[src/rtl/muldiv_scheduler_pkg.sv]
// rtl/muldiv_scheduler_pkg.sv - shared op/state encodings and op decode helpers for the muldiv scheduler
package muldiv_scheduler_pkg;

  localparam int XLEN_DEF = 32;

  // RV32M funct3 encodings
  localparam logic [2:0] OP_MUL    = 3'b000;
  localparam logic [2:0] OP_MULH   = 3'b001;
  localparam logic [2:0] OP_MULHSU = 3'b010;
  localparam logic [2:0] OP_MULHU  = 3'b011;
  localparam logic [2:0] OP_DIV    = 3'b100;
  localparam logic [2:0] OP_DIVU   = 3'b101;
  localparam logic [2:0] OP_REM    = 3'b110;
  localparam logic [2:0] OP_REMU   = 3'b111;

  // FSM state encodings
  localparam logic [1:0] ST_IDLE = 2'd0;
  localparam logic [1:0] ST_CALC = 2'd1;
  localparam logic [1:0] ST_DONE = 2'd2;

  function automatic logic op_is_div(input logic [2:0] op);
    return op[2];
  endfunction

  // rs1 treated as signed
  function automatic logic op_sa(input logic [2:0] op);
    return (op == OP_MULH) || (op == OP_MULHSU) || (op == OP_DIV) || (op == OP_REM);
  endfunction

  // rs2 treated as signed
  function automatic logic op_sb(input logic [2:0] op);
    return (op == OP_MULH) || (op == OP_DIV) || (op == OP_REM);
  endfunction

  // Result comes from the high half: product high word or remainder
  function automatic logic op_hi_word(input logic [2:0] op);
    return op[2] ? op[1] : (op != OP_MUL);
  endfunction

endpackage

[src/rtl/muldiv_iter_core.sv]
// rtl/muldiv_iter_core.sv - one shift-add multiply / restoring divide step plus sign fix-up of the stepped value
module muldiv_iter_core
  import muldiv_scheduler_pkg::*;
#(
  parameter int XLEN = XLEN_DEF
) (
  input  logic            is_div,
  input  logic [XLEN-1:0] hi,
  input  logic [XLEN-1:0] lo,
  input  logic [XLEN-1:0] opb,
  input  logic            neg_lo,
  input  logic            neg_hi,
  output logic [XLEN-1:0] hi_nxt,
  output logic [XLEN-1:0] lo_nxt,
  output logic [XLEN-1:0] res_hi,
  output logic [XLEN-1:0] res_lo
);

  logic [XLEN:0]     sum;
  logic [XLEN:0]     shifted;
  logic [XLEN:0]     diff;
  logic [2*XLEN-1:0] prod;
  logic [2*XLEN-1:0] prod_fix;

  // Multiply: lo holds the multiplier and is shifted out LSB first while the product shifts in.
  // Divide: lo holds the dividend, shifted out MSB first while quotient bits shift in.
  always_comb begin
    sum     = {1'b0, hi} + (lo[0] ? {1'b0, opb} : {(XLEN+1){1'b0}});
    shifted = {hi, lo[XLEN-1]};
    diff    = shifted - {1'b0, opb};
    if (is_div) begin
      if (!diff[XLEN]) begin
        hi_nxt = diff[XLEN-1:0];
        lo_nxt = {lo[XLEN-2:0], 1'b1};
      end else begin
        hi_nxt = shifted[XLEN-1:0];
        lo_nxt = {lo[XLEN-2:0], 1'b0};
      end
    end else begin
      hi_nxt = sum[XLEN:1];
      lo_nxt = {sum[0], lo[XLEN-1:1]};
    end
  end

  // Signs reapplied to the stepped value; only meaningful on the last iteration.
  // The product is negated as one double-width number; quotient and remainder independently.
  always_comb begin
    prod     = {hi_nxt, lo_nxt};
    prod_fix = neg_hi ? (~prod + 1'b1) : prod;
    if (is_div) begin
      res_lo = neg_lo ? (~lo_nxt + 1'b1) : lo_nxt;
      res_hi = neg_hi ? (~hi_nxt + 1'b1) : hi_nxt;
    end else begin
      res_lo = prod_fix[XLEN-1:0];
      res_hi = prod_fix[2*XLEN-1:XLEN];
    end
  end

endmodule

[src/rtl/muldiv_scheduler.sv]
// rtl/muldiv_scheduler.sv - RV32M iterative mul/div sequencer with stall and flush; optional MULDIV_RESULT_CACHE_EN result cache
module muldiv_scheduler
  import muldiv_scheduler_pkg::*;
#(
  parameter int XLEN = XLEN_DEF
) (
  input  logic            clk,
  input  logic            rst_n,
  input  logic            start_EX,
  input  logic [2:0]      op_EX,
  input  logic [XLEN-1:0] src1_EX,
  input  logic [XLEN-1:0] src2_EX,
  input  logic [4:0]      wr_EX,
  input  logic            flush,
  output logic            stop_EX,
  output logic            busy,
  output logic            done,
  output logic [XLEN-1:0] result,
  output logic [4:0]      wr_out
);

  localparam int CW = $clog2(XLEN);
  localparam logic [XLEN-1:0] MIN_NEG = {1'b1, {(XLEN-1){1'b0}}};

  logic [1:0]      state;
  logic [CW-1:0]   cnt;
  logic [2:0]      op_q;
  logic [4:0]      wr_q;
  logic [XLEN-1:0] hi_q;
  logic [XLEN-1:0] lo_q;
  logic [XLEN-1:0] b_q;
  logic            neg_lo_q;
  logic            neg_hi_q;

  logic            is_div_in, sa, sb, a_neg, b_neg;
  logic [XLEN-1:0] a_mag, b_mag;
  logic            div_zero, div_ovf, special;
  logic [XLEN-1:0] spec_res;
  logic            quick;
  logic [XLEN-1:0] quick_res;

  logic [XLEN-1:0] hi_nxt, lo_nxt, res_hi, res_lo;
  logic            is_div_q;

`ifdef MULDIV_RESULT_CACHE_EN
  logic            c_vld;
  logic            c_div, c_sa, c_sb;
  logic [XLEN-1:0] c_a, c_b, c_hi, c_lo;
  logic [XLEN-1:0] src1_q, src2_q;
  logic            hit;
`endif

  // Decode the incoming request: signedness, magnitudes and the one-cycle special cases
  always_comb begin
    is_div_in = op_is_div(op_EX);
    sa        = op_sa(op_EX);
    sb        = op_sb(op_EX);
    a_neg     = sa & src1_EX[XLEN-1];
    b_neg     = sb & src2_EX[XLEN-1];
    a_mag     = a_neg ? (~src1_EX + 1'b1) : src1_EX;
    b_mag     = b_neg ? (~src2_EX + 1'b1) : src2_EX;
    div_zero  = is_div_in && (src2_EX == '0);
    div_ovf   = is_div_in && sa && (src1_EX == MIN_NEG) && (src2_EX == '1);
    special   = div_zero | div_ovf;
    if (op_hi_word(op_EX))
      spec_res = div_zero ? src1_EX : '0;
    else
      spec_res = div_zero ? '1 : MIN_NEG;
`ifdef MULDIV_RESULT_CACHE_EN
    hit       = c_vld && (c_a == src1_EX) && (c_b == src2_EX) &&
                (c_div == is_div_in) && (c_sa == sa) && (c_sb == sb);
    quick     = special | hit;
    if (special)
      quick_res = spec_res;
    else
      quick_res = op_hi_word(op_EX) ? c_hi : c_lo;
`else
    quick     = special;
    quick_res = spec_res;
`endif
  end

  assign is_div_q = op_is_div(op_q);

  muldiv_iter_core #(.XLEN(XLEN)) u_core (
    .is_div (is_div_q),
    .hi     (hi_q),
    .lo     (lo_q),
    .opb    (b_q),
    .neg_lo (neg_lo_q),
    .neg_hi (neg_hi_q),
    .hi_nxt (hi_nxt),
    .lo_nxt (lo_nxt),
    .res_hi (res_hi),
    .res_lo (res_lo)
  );

  // Stall the pipeline for the whole operation except the cycle the result is handed back
  assign stop_EX = start_EX && (state != ST_DONE);
  assign busy    = (state != ST_IDLE);
  assign done    = (state == ST_DONE);

  // FSM, operand latching, iteration and result capture; flush overrides everything but reset
  always_ff @(posedge clk or negedge rst_n) begin
    if (!rst_n) begin
      state    <= ST_IDLE;
      cnt      <= '0;
      op_q     <= '0;
      wr_q     <= '0;
      hi_q     <= '0;
      lo_q     <= '0;
      b_q      <= '0;
      neg_lo_q <= 1'b0;
      neg_hi_q <= 1'b0;
      result   <= '0;
      wr_out   <= '0;
`ifdef MULDIV_RESULT_CACHE_EN
      c_vld    <= 1'b0;
      c_div    <= 1'b0;
      c_sa     <= 1'b0;
      c_sb     <= 1'b0;
      c_a      <= '0;
      c_b      <= '0;
      c_hi     <= '0;
      c_lo     <= '0;
      src1_q   <= '0;
      src2_q   <= '0;
`endif
    end else if (flush) begin
      state <= ST_IDLE;
    end else begin
      case (state)
        ST_IDLE: begin
          if (start_EX) begin
            op_q <= op_EX;
            wr_q <= wr_EX;
            if (quick) begin
              result <= quick_res;
              wr_out <= wr_EX;
              state  <= ST_DONE;
            end else begin
              hi_q     <= '0;
              lo_q     <= a_mag;
              b_q      <= b_mag;
              neg_lo_q <= a_neg ^ b_neg;
              neg_hi_q <= is_div_in ? a_neg : (a_neg ^ b_neg);
              cnt      <= '0;
              state    <= ST_CALC;
`ifdef MULDIV_RESULT_CACHE_EN
              src1_q   <= src1_EX;
              src2_q   <= src2_EX;
`endif
            end
          end
        end
        ST_CALC: begin
          hi_q <= hi_nxt;
          lo_q <= lo_nxt;
          cnt  <= cnt + 1'b1;
          if (cnt == CW'(XLEN-1)) begin
            result <= op_hi_word(op_q) ? res_hi : res_lo;
            wr_out <= wr_q;
            state  <= ST_DONE;
`ifdef MULDIV_RESULT_CACHE_EN
            c_vld  <= 1'b1;
            c_div  <= is_div_q;
            c_sa   <= op_sa(op_q);
            c_sb   <= op_sb(op_q);
            c_a    <= src1_q;
            c_b    <= src2_q;
            c_hi   <= res_hi;
            c_lo   <= res_lo;
`endif
          end
        end
        ST_DONE: state <= ST_IDLE;
        default: state <= ST_IDLE;
      endcase
    end
  end

endmodule

[config.mk]
export PLATFORM = sky130hd
export DESIGN_NAME = muldiv_scheduler
export DESIGN_NICKNAME = d
export VERILOG_FILES = /design/src/rtl/muldiv_scheduler_pkg.sv /design/src/rtl/muldiv_iter_core.sv /design/src/rtl/muldiv_scheduler.sv
export SDC_FILE = /design/constraint.sdc
export NUM_CORES = 1
export LEC_CHECK = 0
export CAP_MARGIN = 0
export CORE_ASPECT_RATIO = 1.5
export CORE_UTILIZATION = 61
export CTS_CLUSTER_DIAMETER = 80
export DETAILED_ROUTE_END_ITERATION = 12
export PLACE_DENSITY_LB_ADDON = 0.2
export RECOVER_POWER = 100
export SLEW_MARGIN = 30
export SYNTH_ARGS = -nofsm -noshare
export SYNTH_HDL_FRONTEND = slang
export SYNTH_HIERARCHICAL = 1
export SYNTH_SLANG_ARGS = --single-unit
export TNS_END_PERCENT = 10
[constraint.sdc]
create_clock -name clk -period 6.9 [get_ports clk]
set_input_delay 1.725 -clock clk [delete_from_list [all_inputs] [get_ports clk]]
set_output_delay 1.725 -clock clk [all_outputs]
set_load 0.01 [all_outputs]
==> metrics.md <==
| Metric | Value |
|---|---|
| Worst reg-to-reg path cell count | `17` |
| Ratio of cells with drive above 1 in the final layout | `10.1%` |
| Setup Viol. Count Final | `0` |
| Vias per Instance | `6.71` |
| Avg WL per Cell | `about 23 um` |
| RSZ-0062 raised after global routing | `no` |
| Worst Hold Endpoint | `wr_out[2]` |
| Total setup buffers inserted after CTS | `0` |
| Pre-CTS setup slack | `about 0.46 ns` |
| Worst setup path category | `register to register` |
| Port bufs | `115` |
| Area of placed instances | `~0.018 mm2` |
| Antenna Nets Post-Route | `0` |
| Post-route setup TNS | `0 ns` |
| Synth warn | `6` |
| Sw frac | `approximately half` |
| Peak VDD IR | `between 0.0002 and 0.00025 V` |
| Internal power | `~2.8 mW` |
| Die width | `136 um` |
| Largest net degree at the start of global routing | `93` |
| CP max-delay cell | `dfrtp_1` |
| Via Count | `17100` |
| Clk root buf | `clkbuf_16` |
| Ordered list of cells on the worst path | `and2_1 -> ha_1 -> a21oi_1 -> o211ai_1 -> a211oi_1 -> a211o_1 -> and3_1 -> nor3_1 -> a221oi_1 -> nand3_1 -> a2111o_1 -> o41ai_1 -> xnor2_1 -> mux2_2 -> mux2i_1 -> o21ai_0 -> mux2_2` |
| WHS | `0.484 ns` |
| Final worst path period share | `slightly below 100%` |
| # clock sinks | `150` |
| CP max stage delay | `1.00 ns` |
| Initial detailed-routing violation count | `between 1000 and 1500` |
| Longest Clk Path Bufs | `2` |
| Setup ws final | `0.144 ns` |
| Cells on Worst Hold Path | `1` |
| Yosys cell types | `94` |
| Post-synth EDFFs | `0` |
| Reg2Reg Setup Slack | `between 0.1 and 0.15 ns` |
| Avg Cell Area, Syn | `~7.7 um2` |
| Fin area | `0.0184 mm2` |
| R2R Path End | `result[31]` |
| Pwr Total | `about 5.5 mW` |
| Most common cell after layout, fill and taps aside | `nand2_1` |
| Critical path launch point type | `register` |
| Final Critical Period | `slightly below 7 ns` |
| Clock Pin Slew Worst Setup and Hold Paths | `~0.070 ns` |
| Max-cap check violation count | `4` |
| Tot GR Track Use | `43.1%` |
| Hold Fails Final Rpt | `0` |
| GR Overflow Total | `0` |
| Row cnt | `between 70 and 80` |
| Crit path DAT | `7.10 ns` |
| P_leak | `just under 8 nW` |
| Seq/Total Area, Yosys | `between 20% and 30%` |
| Combinational share of power | `slightly below 60%` |
| Total CTS buffers | `17` |
| Worst r2r src | `lo_q[0]` |
| Initial antenna violation count | `2` |
| Synthesized instance count | `2148` |
| Placed cells | `about 2500` |
| Actual slew at the worst max-slew pin | `just under 3 ns` |
| Worst hold start | `wr_out[2]` |
| Synthesized area | `roughly 0.017 mm2` |
| Core Area | `between 0.02 and 0.03 mm2` |
| HP Class | `register to register` |
| First-pass GRT wire length | `a little over 90 mm` |
| Worst Setup End Kind | `register` |
| Post-synth top flop | `dfrtp_1` |
| Die outline height | `approximately 200 um` |
| HPWL after DPL | `between 40 and 50 mm` |
| Post-route DRC | `0` |
| Nets | `between 2000 and 2500` |
| Seq. cell area | `about 0.0038 mm2` |
| Non-Filler Instances | `2542` |
| Failing checks | `max-capacitance violations, max-slew violations` |
| Clock skew | `between 0.01 and 0.015 ns` |
| Pre-Repair DR Iteration Count | `6` |
| F_max | `~0.15 GHz` |
| ANT cells | `0` |
| Critical-path maximum fanout | `24` |
| CP most frequent cell | `mux2_2` |
| Outcome | `finished with violations` |
| Clk pwr share | `between 15 and 20%` |
| Initial Util | `a little over 60%` |
| Routed wire length | `58.7 mm` |
| Most frequent cells in the layout | `nand2_1, o21ai_0, dfrtp_1` |
| CTS H-tree depth | `4` |
| Post-synth ARST share | `100%` |
| Fin util | `between 60% and 70%` |
| Die ar. | `about 0.028 mm2` |
| Switch Pwr | `about 2.6 mW` |
| Area grow syn2layout | `11.7%` |
| Fill count | `2254` |
| Vias in the first global route | `roughly 17000` |
| CTS tree | `done` |
| Register bit total from synthesis | `150` |
| Multi-input gate area | `between 0.01 and 0.015 mm2` |
| Gpl congestion | `just over 1` |
| Final Max Slew Viols | `roughly 190` |
| WP data required | `between 7 and 8 ns` |
| Syn Nets | `between 2000 and 2500` |
| Worst-Skew Late Latency | `between 0.4 and 0.5 ns` |
| # IOs | `approximately 120` |
| Pwr/cell area | `between 200 and 300 mW/mm2` |
| Relative slew margins | `-95.5%` |
| Seq pwr share | `about a quarter` |
==> cells by family after synthesis <==
family	Yosys count	share of synthesized area, %
compound gates	636	23.9
buf+inv	219	5.53
mux	159	10.7
simple gates	725	21.7
xor+xnor	186	9.87
flops	150	22.7
fa+ha+maj	73	5.62
==> metal layers <==
| layer | wire, um | part of all wire, % | vias up | global-route usage, % |
|---|---|---|---|---|
| met5 | 19 | 0.032 | - | 0 |
| met4 | 5150 | 8.8 | 2 | 35.2 |
| met3 | 3890 | 6.6 | 258 | 7.33 |
| met2 | 28000 | 48 | 809 | 71.7 |
| met1 | 21600 | 37 | 8130 | 47.8 |
| li1 | - | - | 7857 | - |
==> registers in the layout (all words and copies together), names as in the netlist, 2 cells and up <==
signal / count
lo_q: 32
hi_q: 32
cnt: 5
wr_q: 5
b_q: 32
op_q: 3
result: 32
state: 2
wr_out: 5
==> what timing repair did <==
action | CTS | global route
endpoints found under the setup margin | 0 | 1
endpoints found under the hold margin | 0 | 0
hold buffers | 0 | 0
resized for setup | 0 | 1
==> cell usage after synthesis (all sizes together), types with 14 or more instances <==
| cell | instances | area (um2) |
|---|---|---|
| nor4 | 23 | 171 |
| nand2 | 283 | 1060 |
| nand4 | 34 | 219 |
| and2 | 45 | 282 |
| a21o | 22 | 165 |
| or3 | 26 | 168 |
| o21ai | 256 | 1280 |
| or4 | 23 | 180 |
| nand2b | 16 | 100 |
| mux2i | 22 | 220 |
| o31ai | 67 | 513 |
| a31oi | 29 | 203 |
| nor2b | 14 | 87.6 |
| xor2 | 99 | 867 |
| ha | 71 | 888 |
| o211ai | 23 | 191 |
| nor2 | 129 | 487 |
| nand3 | 33 | 165 |
| a21oi | 131 | 659 |
| buf | 44 | 256 |
| a211oi | 22 | 170 |
| nor3 | 46 | 246 |
| dfrtp | 150 | 3750 |
| inv | 83 | 312 |
| mux2 | 137 | 1540 |
| clkbuf | 92 | 345 |
| xnor2 | 87 | 762 |
==> layout make-up <==
class                   count  share of cell area [%]
flip-flops and latches    150                    20.4
clock buffers              18                    2.33
clock inverters            14                   0.889
multi-input cells        1779                    64.4
inverters                  83                    1.69
well taps                 337                    2.29
repair buffers            161                    8.04
==> how the worst max path moves through the flow <==
stage	depth (start not counted)	slack, ns	to	startpoint
after floorplan	31	0.59	result[22]	lo_q[31]
after global placement	19	0.55	result[31]	lo_q[0]
after detailed placement	26	0.46	result[30]	lo_q[31]
after CTS	26	0.42	result[30]	lo_q[31]
after global routing	26	0.02	result[30]	lo_q[31]
final	17	0.14	result[31]	lo_q[0]
==> power groups by stage <==
stage,combinational (mW),clock [mW],sequential (mW)
after detailed placement,3.10,0,1.29
after global routing,3.47,1.02,1.30
after CTS,3.13,0.990,1.27
after global placement,3.07,0,1.27
after floorplan,2.30,0,1.17
final,3.22,0.986,1.28
==> critical path, delay by kind of cell, from the launching register on <==
kind	cells	cell delay [ns]
compound gates	8	3.64
flops	1	1.00
simple gates	4	0.85
mux	3	0.70
fa+ha+maj	1	0.27
xor+xnor	1	0.17
Power figures use the tool's default switching activity.
